### config.mk
export PLATFORM = sky130hd
export DESIGN_NAME = spi_byte_sequencer_flat
export DESIGN_NICKNAME = d
export VERILOG_FILES = /design/src/rtl/spi_byte_sequencer_if.sv /design/src/rtl/spi_byte_sequencer.sv /design/src/flat_wrapper.sv
export SDC_FILE = /design/constraint.sdc
export NUM_CORES = 1
export LEC_CHECK = 0
export BUFFER_PORTS_ARGS = -buffer_cell sky130_fd_sc_hd__buf_2
export CAP_MARGIN = 20
export CORE_ASPECT_RATIO = 0.6
export CORE_MARGIN = 2
export CORE_UTILIZATION = 53
export CTS_CLUSTER_DIAMETER = 30
export DETAILED_ROUTE_END_ITERATION = 8
export PLACE_DENSITY_LB_ADDON = 0.12
export SLEW_MARGIN = 20
export SYNTH_ARGS = -nofsm -noshare
export SYNTH_HDL_FRONTEND = slang
export SYNTH_SLANG_ARGS = --single-unit
### constraint.sdc
create_clock -name clk -period 5.28 [get_ports clk]
set_clock_uncertainty 0.15 [all_clocks]
set_input_delay 0.264 -clock clk [delete_from_list [all_inputs] [get_ports clk]]
set_output_delay 0.264 -clock clk [all_outputs]
set_load 0.05 [all_outputs]
### src/rtl/spi_byte_sequencer_if.sv
// spi_byte_sequencer_if: TX/RX byte streams, SPI master register bus, occupancy and error flag
interface spi_byte_sequencer_if #(parameter int DEPTH = 8);
  logic tx_valid;
  logic [7:0] tx_data;
  logic tx_ready;
  logic rx_valid;
  logic [7:0] rx_data;
  logic rx_ready;
  logic cs;
  logic wr;
  logic rd;
  logic [1:0] address;
  logic [7:0] wdata;
  logic [7:0] rdata;
  logic [$clog2(DEPTH):0] count;
  logic err;
  logic err_clr;
  modport master (
    input tx_valid, tx_data, rx_ready, rdata, err_clr,
    output tx_ready, rx_valid, rx_data, cs, wr, rd, address, wdata, count, err
  );
  modport slave (
    output tx_valid, tx_data, rx_ready, rdata, err_clr,
    input tx_ready, rx_valid, rx_data, cs, wr, rd, address, wdata, count, err
  );
endinterface

### src/rtl/spi_byte_sequencer.sv
// spi_byte_sequencer: buffers TX bytes and runs write/poll/read cycles on the SPI master register bus
module spi_byte_sequencer #(
  parameter int DEPTH = 8,
  parameter int POLL_GAP = 4,
  parameter int TIMEOUT = 4096
) (
  input logic clk,
  input logic rst,
  spi_byte_sequencer_if.master bus
);
  localparam int AW = $clog2(DEPTH);
  localparam logic [15:0] GAP_LAST = 16'(POLL_GAP - 1);
  localparam logic [15:0] TMO_LAST = 16'(TIMEOUT - 1);
  typedef enum logic [2:0] {IDLE, WRITE, GUARD, POLL, READ} state_t;
  state_t state;
  logic [7:0] mem [DEPTH];
  logic [AW-1:0] wptr, rptr;
  logic [AW:0] count;
  logic [15:0] wait_cnt, tmo_cnt;
  logic push, pop;
  assign bus.tx_ready = count != (AW+1)'(DEPTH);
  assign bus.count = count;
  assign push = bus.tx_valid && bus.tx_ready;
  assign pop = state == IDLE && count != '0 && !bus.rx_valid;
  // FIFO storage, written on every accepted TX byte
  always_ff @(posedge clk)
    if (push) mem[wptr] <= bus.tx_data;
  // FIFO pointers and occupancy; pop only happens on the IDLE->WRITE step
  always_ff @(posedge clk)
    if (rst) begin
      wptr <= '0;
      rptr <= '0;
      count <= '0;
    end else begin
      wptr <= push ? wptr + 1'b1 : wptr;
      rptr <= pop ? rptr + 1'b1 : rptr;
      count <= count + {{AW{1'b0}}, push} - {{AW{1'b0}}, pop};
    end
  // Transfer FSM; strobes are set one cycle ahead so they appear registered in the access cycle
  always_ff @(posedge clk)
    if (rst) begin
      state <= IDLE;
      bus.cs <= 1'b0;
      bus.wr <= 1'b0;
      bus.rd <= 1'b0;
      bus.address <= 2'd0;
      bus.wdata <= 8'd0;
      bus.rx_valid <= 1'b0;
      bus.rx_data <= 8'd0;
      bus.err <= 1'b0;
      wait_cnt <= '0;
      tmo_cnt <= '0;
    end else begin
      bus.cs <= 1'b0;
      bus.wr <= 1'b0;
      bus.rd <= 1'b0;
      if (bus.rx_ready && bus.rx_valid) bus.rx_valid <= 1'b0;
      if (bus.err_clr) bus.err <= 1'b0;
      case (state)
        IDLE:
          if (pop) begin
            state <= WRITE;
            bus.cs <= 1'b1;
            bus.wr <= 1'b1;
            bus.address <= 2'd0;
            bus.wdata <= mem[rptr];
          end
        WRITE: begin
          state <= GUARD;
          wait_cnt <= '0;
          tmo_cnt <= '0;
        end
        GUARD: begin
          state <= wait_cnt == 16'd1 ? POLL : GUARD;
          wait_cnt <= wait_cnt == 16'd1 ? '0 : wait_cnt + 16'd1;
        end
        POLL: begin
          tmo_cnt <= tmo_cnt + 16'd1;
          if (tmo_cnt == TMO_LAST) begin
            bus.err <= 1'b1;
            state <= IDLE;
          end else if (bus.rd) begin
            if (!bus.rdata[0]) begin
              state <= READ;
              bus.cs <= 1'b1;
              bus.rd <= 1'b1;
              bus.address <= 2'd0;
            end
          end else if (wait_cnt == GAP_LAST) begin
            bus.cs <= 1'b1;
            bus.rd <= 1'b1;
            bus.address <= 2'd1;
            wait_cnt <= '0;
          end else
            wait_cnt <= wait_cnt + 16'd1;
        end
        READ: begin
          state <= IDLE;
          bus.rx_data <= bus.rdata;
          bus.rx_valid <= 1'b1;
        end
        default: state <= IDLE;
      endcase
    end
endmodule
### src/flat_wrapper.sv
// flat-port wrapper written by rule: the top's interface ports become plain ports
module spi_byte_sequencer_flat 
#(
  parameter int DEPTH = 8,
  parameter int POLL_GAP = 4,
  parameter int TIMEOUT = 4096
)
  (clk, rst, bus_tx_valid, bus_tx_data, bus_rx_ready, bus_rdata, bus_err_clr, bus_tx_ready, bus_rx_valid, bus_rx_data, bus_cs, bus_wr, bus_rd, bus_address, bus_wdata, bus_count, bus_err);
  spi_byte_sequencer_if #(.DEPTH(DEPTH)) bus_i ();
  input logic clk;
  input logic rst;
  input wire logic [$bits(bus_i.tx_valid)-1:0] bus_tx_valid;
  input wire logic [$bits(bus_i.tx_data)-1:0] bus_tx_data;
  input wire logic [$bits(bus_i.rx_ready)-1:0] bus_rx_ready;
  input wire logic [$bits(bus_i.rdata)-1:0] bus_rdata;
  input wire logic [$bits(bus_i.err_clr)-1:0] bus_err_clr;
  output wire logic [$bits(bus_i.tx_ready)-1:0] bus_tx_ready;
  output wire logic [$bits(bus_i.rx_valid)-1:0] bus_rx_valid;
  output wire logic [$bits(bus_i.rx_data)-1:0] bus_rx_data;
  output wire logic [$bits(bus_i.cs)-1:0] bus_cs;
  output wire logic [$bits(bus_i.wr)-1:0] bus_wr;
  output wire logic [$bits(bus_i.rd)-1:0] bus_rd;
  output wire logic [$bits(bus_i.address)-1:0] bus_address;
  output wire logic [$bits(bus_i.wdata)-1:0] bus_wdata;
  output wire logic [$bits(bus_i.count)-1:0] bus_count;
  output wire logic [$bits(bus_i.err)-1:0] bus_err;
  assign bus_i.tx_valid = bus_tx_valid;
  assign bus_i.tx_data = bus_tx_data;
  assign bus_i.rx_ready = bus_rx_ready;
  assign bus_i.rdata = bus_rdata;
  assign bus_i.err_clr = bus_err_clr;
  assign bus_tx_ready = bus_i.tx_ready;
  assign bus_rx_valid = bus_i.rx_valid;
  assign bus_rx_data = bus_i.rx_data;
  assign bus_cs = bus_i.cs;
  assign bus_wr = bus_i.wr;
  assign bus_rd = bus_i.rd;
  assign bus_address = bus_i.address;
  assign bus_wdata = bus_i.wdata;
  assign bus_count = bus_i.count;
  assign bus_err = bus_i.err;
  spi_byte_sequencer #(.DEPTH(DEPTH), .POLL_GAP(POLL_GAP), .TIMEOUT(TIMEOUT)) u_core (.clk(clk), .rst(rst), .bus(bus_i));
endmodule
-- Yosys cells after proc, flatten, opt, wreduce, memory -nomap -nowiden
Memory sizes are Yosys's and may differ from the RTL's. A register that Yosys moved wholly into a read port is not among the register bits.
Cells that the tools add are included.
W data, S select, Z words.
- memories: 1
- bits of input ports: 21
- bits in writable memories: 64
- output and inout port bits: 28
- register bits: 60
- logic and storage cells: 85
- memory list (memory ; words ; width ; rd ports ; clocked after Yosys merged registers in ; write ports ; RTL line ; text):
    u_core.mem ; 8 ; 8 ; 1 ; 1 ; 1 ; spi_byte_sequencer.sv:16 ; logic [7:0] mem [DEPTH];
- $add $sub $neg: 6
- muxes and demuxes: 31
- reductions and logical operators: 17
- eq/ne operators: 15
- bitwise operators: 2
- operator list (operator ; number):
    $mux W16 ; 4
    $pmux W16 S3 ; 1
    $add A16 B1 Y16 const B ; 2
    $pmux W16 S2 ; 1
    $eq A16 B1 Y1 const B ; 1
    $eq A16 B12 Y1 const B ; 1
    $eq A16 B2 Y1 const B ; 1
    $mux W1 ; 13
    $mux W3 ; 4
    $pmux W3 S4 ; 1
    $mux W2 ; 5
    $add A3 B1 Y3 const B ; 2
    $eq A3 B2 Y1 const B ; 2
    $ne A3 B1 Y1 const B ; 2
    $reduce_and A3 Y1 ; 2
    $reduce_bool A2 Y1 ; 3
    $reduce_and A5 Y1 ; 1
    $add A4 B1 Y4 ; 1
    $logic_and A1 B1 Y1 ; 4
    $ne A2 B2 Y1 const B ; 2
    $ne A4 B4 Y1 const B ; 1
    $pmux W2 S2 ; 1
    $reduce_bool A4 Y1 ; 1
    $reduce_or A2 Y1 ; 2
    other kinds (12) ; 13

-- Logic depth before layout (Yosys ltp)
Gate-level depths: netlist (run 1).
- word-level depth: 5
- mapped depth: 13
- gate-level depth less buffers: 12

-- Worst setup path after synthesis (run 1)
OpenSTA, ideal clock, no wires.
- kind: reg2reg
- start: register u_core.count[2], in the netlist u_core.bus.count[2]
- end: register u_core.count[2], in the netlist u_core.bus.count[2]
- path slack: 2434 ps
- cell stages (with the launch flop): 14
- setup time: 128 ps
- required time: 5002 ps
- period minus slack after synthesis: 2846 ps
- arrival time: 2569 ps
- path buffers: 1
- path through: dfxtp_1 -> inv_1 -> ha_1 -> nand2_1 -> nand2_1 -> inv_1 -> clkbuf_1 -> ha_1 -> inv_1 -> ha_1 -> inv_1 -> fa_1 -> xor2_1 -> nor2_1
- cells in the longest elaborated chain, start to end: 4
- elaborated cells between the ends (all ways): 7
- classes of those cells: 2 x add/sub; 1 x eq/ne; 4 x reduce/logical
- RTL lines (element ; RTL line ; text):
    from (decl) ; spi_byte_sequencer.sv:18 ; logic [AW:0] count;
    from (signal assigned) ; spi_byte_sequencer.sv:37 ; count <= count + {{AW{1'b0}}, push} - {{AW{1'b0}}, pop};
    $reduce_bool A4 Y1 ; spi_byte_sequencer.sv:24 ; assign pop = state == IDLE && count != '0 && !bus.rx_valid;
    $logic_and A1 B1 Y1 (2 in a row) ; spi_byte_sequencer.sv:24 ;
    via u_core.pop ; spi_byte_sequencer.sv:20 ; logic push, pop;
    $sub A4 B1 Y4 ; spi_byte_sequencer.sv:37 ;
The timed path passes the listed nets, and every way through them passes these cells.
A chain may end at the register's enable or synchronous reset.

-- Worst setup path after layout (run 1)
- start: register u_core.state[2]
- end: register u_core.count[2], in the netlist u_core.bus.count[2]
- cells in the longest elaborated chain, start to end: 4
- RTL lines (element ; RTL line ; text):
    from (decl) ; spi_byte_sequencer.sv:15 ; state_t state;
    from (signal assigned) ; spi_byte_sequencer.sv:74 ; state <= wait_cnt == 16'd1 ? POLL : GUARD;
    $logic_not A3 Y1 ; spi_byte_sequencer.sv:24 ;
    $logic_and A1 B1 Y1 (2 in a row) ; spi_byte_sequencer.sv:24 ;
    $sub A4 B1 Y4 ; spi_byte_sequencer.sv:37 ;
Every way passes these cells.

==> results.tsv, run 1 <==
stage	metric	value	unit
layout	register area	3260	um2
synthesis	mapped cell area	5570	um2
clock_network	H-tree levels	4	
layout	Filler cells	742	
timing	Slew headroom	30.3	%
worst_setup_path	Most common cell on crit path	inv_1	
routing	DRT Wirelength	12400	um
worst_setup_path	CP Buf/Inv Count	3	
timing	RSZ-0062 raised after global routing	no	
clock_network	post-CTS setup buffer count	0	
global_route	total track usage	23.0	%
power_and_ir_drop	Switch Pwr	0.00112	W
timing	Tmin final	2990	ps
clock_network	Clock Path Buffers	2	
die	number of cell rows	28	
routing	metal3 WL	786	um
routing	1st-pass router iterations	5	
die	# IOs	49	
global_route	pin count of the biggest net entering global routing	50	
synthesis	Primary FF master, synth	dfxtp_1	
clock_network	CTS tree	built	
worst_hold_path	Hold Path End	u_core.wptr[1]$_SDFFE_PP0P_	
routing	M1 WL	6220	um
synthesis	Seq/Total Area, Yosys	58.6	%
timing	Hold Violations, Final	0	
timing	Fmax	334	MHz
die	Die Y	83.4	um
timing	hold slack	253	ps
synthesis	synth unique cells	54	
worst_setup_path	CP arrival	3100	ps
routing	Via Count	3965	
routing	DR WL met2	5310	um
placement	DPL Wire Length	8170	um
power_and_ir_drop	Pleak	2.38	nW
clock_network	worst skew pair latency	420	ps
die	Core Footprint	10100	um2
die	die width	136	um
worst_setup_path	slowest stage delay, CP	560	ps
timing	Worst-Margin Slew	1040	ps
synthesis	Async S/R FF share, synth	0	%
die	Die ar.	11400	um2
worst_setup_path	Crit Reg-Reg Endpoint	u_core.bus.count[2]$_SDFF_PP0_	
global_route	grt ovf	0	
worst_hold_path	hold crit path type	in -> reg	
synthesis	post-synth net total	506	
routing	uppermost layer routed	met4	
routing	DRT antenna net count	0	
die	Initial Util	55.4	%
synthesis	synthesized area per cell	11.8	um2
power_and_ir_drop	Sequential Power Share	37.3	%
worst_setup_path	flop2flop setup slack	2290	ps
worst_setup_path	CP Cell Sequence	nor4_1, nand2_1, inv_1, ha_1, inv_1, ha_1, inv_1, fa_1, xor2_1, nor2_1	
flow_run	number of max-cap violations	0	
global_route	initial antenna violation count	0	
global_route	first-pass GRT wire length	19800	um
power_and_ir_drop	Cell Pwr Density	500	nW/um2
worst_setup_path	CP Class	reg -> reg	
placement	GPL Wtd Cong	0.801	
layout	synth-to-layout area growth	20.3	%
worst_setup_path	Worst Path Required	5380	ps
placement	# port buffers	47	
worst_setup_path	FF-to-FF Start	u_core.state[2]$_SDFFE_PP0P_	
worst_setup_path	crit-path max FO	22	
clock_network	clk sinks	131	
routing	drc violations	0	
worst_setup_path	CP startpoint kind	flop	
routing	initial DRC count	333	
timing	Setup-failing EPs final	0	
worst_hold_path	worst hold stages	4	
worst_setup_path	CP max-delay cell	inv_1	
layout	multi-input logic area	2150	um2
layout	antenna cells	0	
status	status	complete, no violations	
power_and_ir_drop	Clock power frac	36.7	%
synthesis	Synthesis Warnings	0	
routing	WL/cell	18.1	um
power_and_ir_drop	Comb power frac	26.0	%
routing	via/cell ratio	5.77	
timing	Slew Limit Fails	0	
synthesis	Synth Instances	473	
worst_hold_path	Hold Path Origin	bus_tx_valid	
power_and_ir_drop	sw frac	33.3	%
global_route	vias in the first global route	3762	
power_and_ir_drop	Pint	0.00224	W
layout	share of layout cells above drive strength 1	19.4	%
clock_network	Root Driver	clkbuf_16	
worst_setup_path	worst reg2reg path depth	10	
worst_setup_path	family with the most delay on the worst path	adder cells	
layout	final net count	572	
timing	setup TNS	0	ps
power_and_ir_drop	Peak VDD IR	0.000348	V
clock_network	Num CTS Buffers	17	
synthesis	number of synthesized flops with an enable pin	64	
synthesis	synthesized flop and latch total	131	
timing	post-route clock period utilization	56.7	%
worst_setup_path	Worst setup EP type	flop	
clock_network	Reg clk slew, reported paths	60	ps
per-layer routing:
metal / up-vias / global-route usage [%]
met2: 128 / 31.4
met3: 11 / 6.35
met1: 1939 / 35.5
met4: 0 / 6.44
li1: 1887 / -
met5: - / 0
cell usage after synthesis (8+ instances only):
master,number,area (um2)
a211oi_1,8,60.1
a21oi_1,29,145
clkbuf_1,14,52.6
dfxtp_1,67,1340
edfxtp_1,64,1920
ha_1,11,138
inv_1,17,63.8
mux2i_1,13,130
mux4_2,16,360
nand2_1,35,131
nand3_1,17,85.1
nor2_1,53,199
nor4_1,10,62.6
o21ai_0,12,60.1
xnor2_1,9,78.8
through the flow:
step | util, % | power (W) | setup slack [ps] | instances | area [um2]
2_1_floorplan | - | 0.00193 | 2430 | 473 | 5570
5_1_grt | 66.7 | 0.00352 | 2040 | 687 | 6700
4_1_cts | 66.7 | 0.00338 | 2270 | 687 | 6700
6_report | 66.7 | 0.00335 | 2290 | 687 | 6700
3_5_place_dp | 58.7 | 0.00213 | 2320 | 637 | 5910
3_3_place_gp | 58.7 | 0.00210 | 2440 | 637 | 5910
tightest hold or removal path: stages:
cell and delay (ps):
buf_2 90, a21boi_1 190, mux2i_1 140, nor2_1 90
power groups by stage:
stage / clock network, W / logic (W) / registers (W)
global placement: 0 / 0.000838 / 0.00126
finish: 0.00123 / 0.000871 / 0.00125
floorplan: 0 / 0.000559 / 0.00137
CTS: 0.00125 / 0.000878 / 0.00125
global route: 0.00130 / 0.000958 / 0.00126
detailed placement: 0 / 0.000858 / 0.00127
kinds of logic after synthesis:
| logic type | share of synthesized area [%] |
|---|---|
| and+or+nand+nor | 14.7 |
| muxes | 8.80 |
| AOI/OAI and AO/OA | 9.61 |
| xor gates and xnor gates | 2.52 |
| adders and majority gates | 2.83 |
| other | 0.0673 |
| DFF | 58.6 |
| buffers and inverters | 2.92 |
state kept, by name (all words and copies together) (netlist names):
| register | flops |
|---|---|
| u_core.tmo_cnt | 16 |
| u_core.state | 3 |
| u_core.bus.rd | 1 |
| u_core.rptr | 3 |
| u_core.bus.err | 1 |
| u_core.mem | 64 |
| u_core.bus.count | 4 |
| u_core.bus.wdata | 8 |
| u_core.bus.rx_data | 8 |
| u_core.wptr | 3 |
| u_core.bus.rx_valid | 1 |
| u_core.bus.cs | 1 |
| u_core.bus.address | 1 |
| u_core.wait_cnt | 16 |
| u_core.bus.wr | 1 |
repair_timing:
action	CTS	global route
endpoints found under the hold margin	74	0
hold buffers	18	0
gates resized for setup	0	0
cells in the final DEF, fill, tap and decap left out, types with 4 or more instances in the layout:
| cell type | Yosys | routed |
|---|---|---|
| a211oi_1 | 8 | 8 |
| a21oi_1 | 29 | 29 |
| a32o_1 | 5 | 5 |
| buf_2 | 1 | 47 |
| buf_4 | 2 | 4 |
| clkbuf_16 | 0 | 17 |
| dfxtp_1 | 67 | 67 |
| dlygate4sd3_1 | 0 | 18 |
| edfxtp_1 | 64 | 64 |
| ha_1 | 11 | 11 |
| inv_1 | 17 | 17 |
| inv_6 | 0 | 8 |
| mux2i_1 | 13 | 13 |
| mux4_2 | 16 | 16 |
| nand2_1 | 35 | 35 |
| nand2b_1 | 6 | 6 |
| nand3_1 | 17 | 17 |
| nand4_1 | 7 | 7 |
| nor2_1 | 53 | 53 |
| nor2b_1 | 7 | 7 |
| nor3_1 | 6 | 6 |
| nor4_1 | 10 | 10 |
| o21ai_0 | 12 | 12 |
| o31ai_1 | 5 | 5 |
| or3_1 | 5 | 5 |
| or4_1 | 6 | 6 |
| xnor2_1 | 9 | 9 |
| xor2_1 | 7 | 7 |
worst max-delay path by stage:
stage,startpoint,endpoint,cells after the start
after CTS,u_core.state[0]$_SDFFE_PP0P_,u_core.bus.count[2]$_SDFF_PP0_,10
after global placement,u_core.state[2]$_SDFFE_PP0P_,u_core.bus.count[2]$_SDFF_PP0_,10
after floorplan,u_core.bus.count[2]$_SDFF_PP0_,u_core.bus.count[2]$_SDFF_PP0_,13
after global routing,u_core.state[2]$_SDFFE_PP0P_,u_core.bus.count[2]$_SDFF_PP0_,10
after detailed placement,u_core.state[2]$_SDFFE_PP0P_,u_core.bus.count[2]$_SDFF_PP0_,10
final,u_core.state[2]$_SDFFE_PP0P_,u_core.bus.count[2]$_SDFF_PP0_,10
cell type report:
cell class	count	share of cell area, %
Sequential cell	131	48.7
Timing Repair Buffer	69	6.64
Clock inverter	15	2.86
Clock buffer	17	6.35
Inverter	17	0.952
Multi-Input combinational cell	303	32.0
Tap cell	135	2.52
No activity file was read; power rests on OpenSTA's default activity.
==> run 2: changes to the inputs <==
- ABC_AREA: unset -> 1
- clock period: 5.28 -> 3.05 ns (I/O delays scaled with it)
==> run 2 against run 1 <==
  * Worst hold slack lost 150 ps
  * Total power increased by 88%
  * Via count increased by 28%
  * Wire length is 18% higher
  * Critical path type unchanged
==> results.tsv, run 2 <==
stage	metric	value	unit	change
placement	DPL Wire Length	10000	um	+23%
layout	most common cell after layout, fill and taps aside	nor2_1		
global_route	total track usage	25.4	%	+2.4 points
worst_setup_path	Worst Path Required	3190	ps	-2190 ps
worst_setup_path	crit-path max FO	12		-45%
global_route	first-pass GRT wire length	23900	um	+21%
placement	# port buffers	47		unchanged
worst_setup_path	CP max-delay cell	fa_1		
layout	multi-input logic area	2350	um2	+9.7%
synthesis	Async S/R FF share, synth	0	%	unchanged
worst_setup_path	FF-to-FF Start	u_core.state[0]$_SDFFE_PP0P_		
die	number of cell rows	29		+3.6%
power_and_ir_drop	Cell Pwr Density	884	nW/um2	+77%
power_and_ir_drop	Comb power frac	31.9	%	+5.9 points
global_route	grt ovf	0		unchanged
worst_setup_path	CP Cell Sequence	inv_2, nand2_1, nor2_1, nand3_1, inv_2, ha_1, inv_1, ha_1, inv_1, fa_1, xor2_1, nor2_1		
synthesis	Area contributors post-synth	edfxtp_1 (32%), dfxtp_1 (22%), nor2_1 (8.3%)		
clock_network	CTS tree	built		
synthesis	largest area contributor in the netlist	edfxtp_1		
layout	final net count	801		+40%
worst_setup_path	CP arrival	2580	ps	-520 ps
flow_run	number of max-cap violations	0		unchanged
worst_setup_path	Worst setup EP type	flop		
power_and_ir_drop	Pleak	2.78	nW	+17%
clock_network	Reg clk slew, reported paths	60	ps	about the same
timing	Worst-Margin Slew	1070	ps	+26.1 ps
timing	Setup-failing EPs final	0		unchanged
synthesis	Synthesis Warnings	0		unchanged
power_and_ir_drop	Pint	0.00395	W	+76%
clock_network	Clock Path Buffers	2		unchanged
synthesis	synthesized flop and latch total	131		unchanged
clock_network	Num CTS Buffers	17		unchanged
placement	GPL Wtd Cong	0.844		+5.3%
layout	Top Registers	u_core.mem (64), u_core.tmo_cnt (16), u_core.wait_cnt (16)		
layout	antenna cells	0		unchanged
routing	1st-pass router iterations	6		+1
synthesis	mapped cell area	5980	um2	+7.4%
timing	Slew headroom	28.7	%	-1.6 points
die	die width	141	um	+3.5%
synthesis	most frequent cell after synthesis	nor2_1		
layout	share of layout cells above drive strength 1	14.0	%	-5.4 points
power_and_ir_drop	Switch Pwr	0.00235	W	+110%
status	status	complete, no violations		
worst_setup_path	family with the most delay on the worst path	adder cells		
global_route	vias in the first global route	4720		+25%
timing	setup TNS	0	ps	unchanged
power_and_ir_drop	Peak VDD IR	0.000455	V	+31%
timing	Tmin final	2440	ps	-550 ps
synthesis	top-area cell type share of the netlist area	32.1	%	-2.4 points
layout	finished layout cell area	7120	um2	+6.2%
die	Die Y	86.3	um	+3.5%
layout	register area	3260	um2	unchanged
synthesis	synth unique cells	41		-24%
die	Initial Util	55.5	%	+0.11 points
routing	DRT Wirelength	14600	um	+18%
synthesis	Post-synth top cells	nor2_1 (133), nand2_1 (122), dfxtp_1 (67)		
power_and_ir_drop	Clock power frac	32.7	%	-4.0 points
routing	drc violations	0		unchanged
worst_hold_path	Hold Path End	u_core.wait_cnt[10]$_SDFFE_PP0P_		
layout	Filler cells	884		+19%
worst_setup_path	worst reg2reg path depth	12		+2
worst_setup_path	CP Buf/Inv Count	4		+1
routing	via/cell ratio	5.51		-4.6%
clock_network	H-tree levels	4		unchanged
routing	DRT antenna net count	0		unchanged
worst_setup_path	CP startpoint kind	flop		
power_and_ir_drop	Sequential Power Share	35.3	%	-2.0 points
layout	max reg flops	64		unchanged
timing	hold slack	100	ps	-153 ps
synthesis	Synth Instances	699		+48%
synthesis	Primary FF master, synth	dfxtp_1		
worst_hold_path	worst hold stages	5		+1
synthesis	synthesized area per cell	8.56	um2	-27%
worst_hold_path	Hold Path Origin	rst		
worst_setup_path	flop2flop setup slack	610	ps	-1680 ps
worst_setup_path	CP Class	reg -> reg		
die	Die ar.	12200	um2	+7.1%
worst_setup_path	Crit Reg-Reg Endpoint	u_core.bus.count[2]$_SDFF_PP0_		
routing	initial DRC count	517		+55%
layout	Biggest register	u_core.mem		
timing	Hold Violations, Final	0		unchanged
routing	Via Count	5066		+28%
clock_network	clk sinks	131		unchanged
clock_network	worst skew pair latency	420	ps	about the same
placement	placed cell area	6330	um2	+7.2%
layout	commonest cells after routing, fill and taps aside	nor2_1 (133), nand2_1 (122), dfxtp_1 (67), edfxtp_1 (64), inv_1 (55)		
worst_hold_path	hold crit path type	in -> reg		
synthesis	post-synth net total	732		+45%
routing	WL/cell	15.9	um	-12%
synthesis	number of synthesized flops with an enable pin	64		unchanged
die	# IOs	49		unchanged
timing	post-route clock period utilization	80.1	%	+23 points
power_and_ir_drop	sw frac	37.3	%	+4.0 points
global_route	initial antenna violation count	0		unchanged
worst_setup_path	slowest stage delay, CP	370	ps	-190 ps
die	Core Footprint	10800	um2	+7.2%
synthesis	Seq/Total Area, Yosys	54.5	%	-4.0 points
global_route	pin count of the biggest net entering global routing	34		-32%
timing	Slew Limit Fails	0		unchanged
layout	synth-to-layout area growth	19.0	%	
timing	RSZ-0062 raised after global routing	no		
timing	Fmax	409	MHz	+23%
clock_network	Root Driver	clkbuf_16		
## run 2: layer usage
metal  global-route usage, %  share of wire (%)  wire, um
met5                       0                  0         0
met4                    7.27               0.93       136
met3                    6.13                7.8      1140
met2                    36.4                 41      6000
met1                    38.4                 50      7350
## run 2: layout make-up
type	instances	share of cell area, %
Clock inverter	12	1.92
Sequential cell	131	45.8
Multi-Input combinational cell	479	33.1
Inverter	64	3.37
Tap cell	139	2.44
Timing Repair Buffer	75	6.93
Clock buffer	20	6.42
## run 2: power groups by stage
| stage | clock network [W] | logic [W] | registers [W] |
|---|---|---|---|
| after floorplan | 0 | 0.00118 | 0.00254 |
| after global placement | 0 | 0.00191 | 0.00224 |
| after detailed placement | 0 | 0.00197 | 0.00225 |
| after CTS | 0.00208 | 0.00200 | 0.00222 |
| after global routing | 0.00216 | 0.00221 | 0.00225 |
| final | 0.00206 | 0.00201 | 0.00222 |
## run 2: kinds of logic after synthesis
| group | after synthesis | share of synthesized area, % |
|---|---|---|
| AOI/OAI and AO/OA | 126 | 11.7 |
| other | 1 | 0.0627 |
| buffers and inverters | 89 | 6.11 |
| xor gates and xnor gates | 6 | 0.878 |
| adders and majority gates | 12 | 2.63 |
| DFF | 131 | 54.5 |
| and+or+nand+nor | 334 | 24.1 |
## run 2: worst max-delay path by stage
stage | end | slack [ps] | startpoint | cells past startpoint
detailed placement | u_core.bus.count[2]$_SDFF_PP0_ | 610 | u_core.state[0]$_SDFFE_PP0P_ | 12
finish | u_core.bus.count[2]$_SDFF_PP0_ | 610 | u_core.state[0]$_SDFFE_PP0P_ | 12
global placement | u_core.bus.count[2]$_SDFF_PP0_ | 680 | u_core.bus.count[2]$_SDFF_PP0_ | 12
CTS | u_core.bus.count[2]$_SDFF_PP0_ | 590 | u_core.state[0]$_SDFFE_PP0P_ | 12
floorplan | u_core.bus.count[2]$_SDFF_PP0_ | 330 | u_core.bus.count[2]$_SDFF_PP0_ | 10
global route | u_core.bus.count[2]$_SDFF_PP0_ | 430 | u_core.state[0]$_SDFFE_PP0P_ | 12
## run 2: worst min-delay path, stage by stage
cell     delay, ps
buf_2           90
inv_1           30
buf_4          210
nand2_1        100
nor2_1          30
## run 2: through the flow
step	utilization [%]	power (W)	worst slack [ps]	instances
2_1_floorplan	-	0.00372	325	699
3_3_place_gp	58.8	0.00416	684	869
6_report	66.1	0.00629	607	920
3_5_place_dp	58.8	0.00422	607	869
5_1_grt	66.1	0.00661	434	920
4_1_cts	66.1	0.00629	594	920
## run 2: repair_timing
action                    in CTS  in global routing
resized for setup              0                  0
hold buffers                  19                  0
buffers inserted               0                  0
hold endpoints to repair      77                  0
==> run 3: changes to the inputs <==
- clock period: 3.05 -> 2.13 ns (I/O delays scaled with it)
==> run 3 against run 2 <==
  * Sequential power is 41% higher
  * Flip-flop and latch count unchanged
  * Non-clock buffer count increased by 12
  * Critical path depth decreased by 1
  * Worst setup slack worse by 520 ps
  * Final cell count rose by 1.3%
  * Register-to-register slack got worse by 520 ps
  * Clock-buffer cell count increased by 4
  * Via count rose by 1.5%
  * Sequential share of layout area down 1.3 points
  * Maximum frequency up 19%
  * Total power up 50%
  * Critical endpoint is now u_core.bus.count[1]$_SDFF_PP0_
  * Largest cell class unchanged
  * Largest power group is now combinational logic
==> results.tsv, run 3 (same netlist as run 2, synthesis figures left out) <==
stage	metric	value	unit	change
status	status	complete, no violations		
routing	DRT Wirelength	15200	um	+3.7%
worst_setup_path	CP startpoint kind	flop		
flow_run	number of max-cap violations	0		unchanged
routing	initial DRC count	590		+14%
routing	WL/cell	16.3	um	+2.4%
worst_setup_path	CP Buf/Inv Count	4		unchanged
die	Die Y	86.3	um	unchanged
layout	commonest cells after routing, fill and taps aside	nor2_1 (124), nand2_1 (121), edfxtp_1 (64), dfxtp_1 (62), o21ai_0 (51)		
clock_network	post-CTS setup buffer count	0		unchanged
layout	Biggest register	u_core.mem		
routing	Via Count	5143		+1.5%
clock_network	Reg clk slew, reported paths	50	ps	about the same
placement	GPL Wtd Cong	0.890		+5.5%
timing	Final WS setup	83.7	ps	-524 ps
routing	drc violations	0		unchanged
layout	Top Registers	u_core.mem (64), u_core.tmo_cnt (16), u_core.wait_cnt (16)		
worst_setup_path	Worst Path Required	2260	ps	-930 ps
clock_network	Root Driver	clkbuf_16		
global_route	pin count of the biggest net entering global routing	35		+2.9%
routing	1st-pass router iterations	6		unchanged
die	die width	141	um	unchanged
timing	Hold Violations, Final	0		unchanged
power_and_ir_drop	Cell Pwr Density	1280	nW/um2	+45%
power_and_ir_drop	Overall Power	0.00944	W	+50%
worst_hold_path	hold crit path type	in -> reg		
layout	synth-to-layout area growth	23.0	%	
timing	Worst-Margin Slew	501	ps	-567 ps
layout	Core Util, Final	68.3	%	+2.2 points
placement	number of placed instances with taps included	880		+1.3%
timing	Setup-failing EPs final	0		unchanged
die	# IOs	49		unchanged
timing	setup TNS	0	ps	unchanged
clock_network	worst skew pair latency	410	ps	about the same
layout	final net count	813		+1.5%
worst_setup_path	CP max-delay cell	fa_2		
worst_setup_path	slowest stage delay, CP	510	ps	+140 ps
routing	via/cell ratio	5.52		+0.21%
clock_network	Clock Path Buffers	2		unchanged
global_route	first-pass GRT wire length	24400	um	+2.2%
timing	post-route clock period utilization	96.1	%	+16 points
die	Core Footprint	10800	um2	unchanged
timing	Fmax	489	MHz	+19%
layout	max reg flops	64		unchanged
clock_network	CTS tree	built		
global_route	vias in the first global route	4807		+1.8%
placement	Place WS	97.9	ps	-509 ps
layout	antenna cells	0		unchanged
global_route	total track usage	26.2	%	+0.77 points
layout	Filler cells	835		-5.5%
worst_setup_path	CP Cell Sequence	inv_2, nand2_1, nor2_2, nand3_2, inv_2, ha_4, inv_2, ha_4, inv_2, fa_2, nor2_1		
worst_setup_path	CP arrival	2180	ps	-400 ps
worst_setup_path	family with the most delay on the worst path	adder cells		
die	number of cell rows	29		unchanged
routing	DRT antenna net count	0		unchanged
worst_setup_path	Most common cell on crit path	inv_2		
die	Initial Util	55.5	%	unchanged
timing	Slew headroom	66.6	%	+38 points
timing	Slew Limit Fails	0		unchanged
clock_network	clk sinks	131		unchanged
layout	most common cell after layout, fill and taps aside	nor2_1		
power_and_ir_drop	Peak VDD IR	0.00113	V	+150%
clock_network	H-tree levels	4		unchanged
worst_setup_path	crit-path max FO	3		-9
placement	DPL Wire Length	10400	um	+3.2%
worst_setup_path	Worst setup EP type	flop		
placement	# port buffers	47		unchanged
die	Die ar.	12200	um2	unchanged
layout	post-route insts no fill	932		+1.3%
timing	RSZ-0062 raised after global routing	no		
worst_setup_path	CP Class	reg -> reg		
global_route	initial antenna violation count	0		unchanged
power_and_ir_drop	Pleak	2.88	nW	+3.5%
global_route	grt ovf	0		unchanged
clock_network	Num CTS Buffers	17		unchanged
timing	Tmin final	2050	ps	-396 ps
layout	share of layout cells above drive strength 1	18.9	%	+5.0 points
==> run 3: cell count changes in the layout (fill, tap and decap cells not counted), moves of 3 or more <==
cell and delta:
clkinv_1 -3, inv_1 -5, dfxtp_4 +4, nand3_2 +3
buf_4 +10, dfxtp_1 -5, ha_4 +3, nand3_1 -3
nor2_1 -9, nor2_2 +9, inv_2 +4, ha_1 -3
==> run 3: worst paths after layout <==
| path | start | endpoint | slack, ps | depth (start not counted) |
|---|---|---|---|---|
| worst min-delay path | bus_rdata[5] | u_core.bus.rx_data[5]$_SDFFE_PP0P_ | 310 | 4 |
| worst max-delay path | u_core.state[2]$_SDFFE_PP0P_ | u_core.bus.count[1]$_SDFF_PP0_ | 80 | 11 |
| worst min register to register | u_core.bus.wdata[4]$_SDFFE_PP0P_ | u_core.bus.wdata[4]$_SDFFE_PP0P_ | 320 | 2 |
| worst max register to register | u_core.state[2]$_SDFFE_PP0P_ | u_core.bus.count[1]$_SDFF_PP0_ | 80 | 11 |
==> run 3: what timing repair did <==
action / in CTS / in global routing
hold buffers: 20 / 0
endpoints found under the setup margin: 0 / 26
resized for setup: 0 / 3
endpoints found under the hold margin: 81 / 0
==> run 3: layout make-up <==
type | count | area (um2) | area share, %
timing repair buffer | 87 | 598 | 8.13
clock inverter | 8 | 93.8 | 1.28
multi-input combinational | 479 | 2430 | 33.1
tap | 139 | 174 | 2.36
sequential | 131 | 3280 | 44.6
clock buffer | 24 | 534 | 7.26
inverter | 64 | 243 | 3.30
==> run 3: worst register-to-register path, cell delays in order, from the launching register on <==
cell	delay, ps
dfxtp_1	340
inv_2	90
nand2_1	80
nor2_2	120
nand3_2	90
inv_2	80
ha_4	190
inv_2	60
ha_4	130
inv_2	30
fa_2	510
nor2_1	50
==> run 3: through the flow <==
step / area, um2 / hold slack, ps
after global routing: 7360 / 334
after CTS: 7350 / 303
after detailed placement: 6520 / 196
final: 7360 / 312
after global placement: 6520 / 182
after floorplan: 6080 / 55.4
==> run 3: report_power, final <==
part | switching, W | internal, W
clock network | 0.00105 | 0.00198
registers | 0.000181 | 0.00296
logic | 0.00228 | 0.000996
total | 0.00350 | 0.00594
==> run 3: metal layers <==
layer	part of all wire (%)	global-route usage [%]	vias up
li1	-	-	2508
met1	50	39.6	2393
met2	41	37.9	220
met3	7.8	5.25	22
met4	1.3	8.18	0
met5	0	0	-
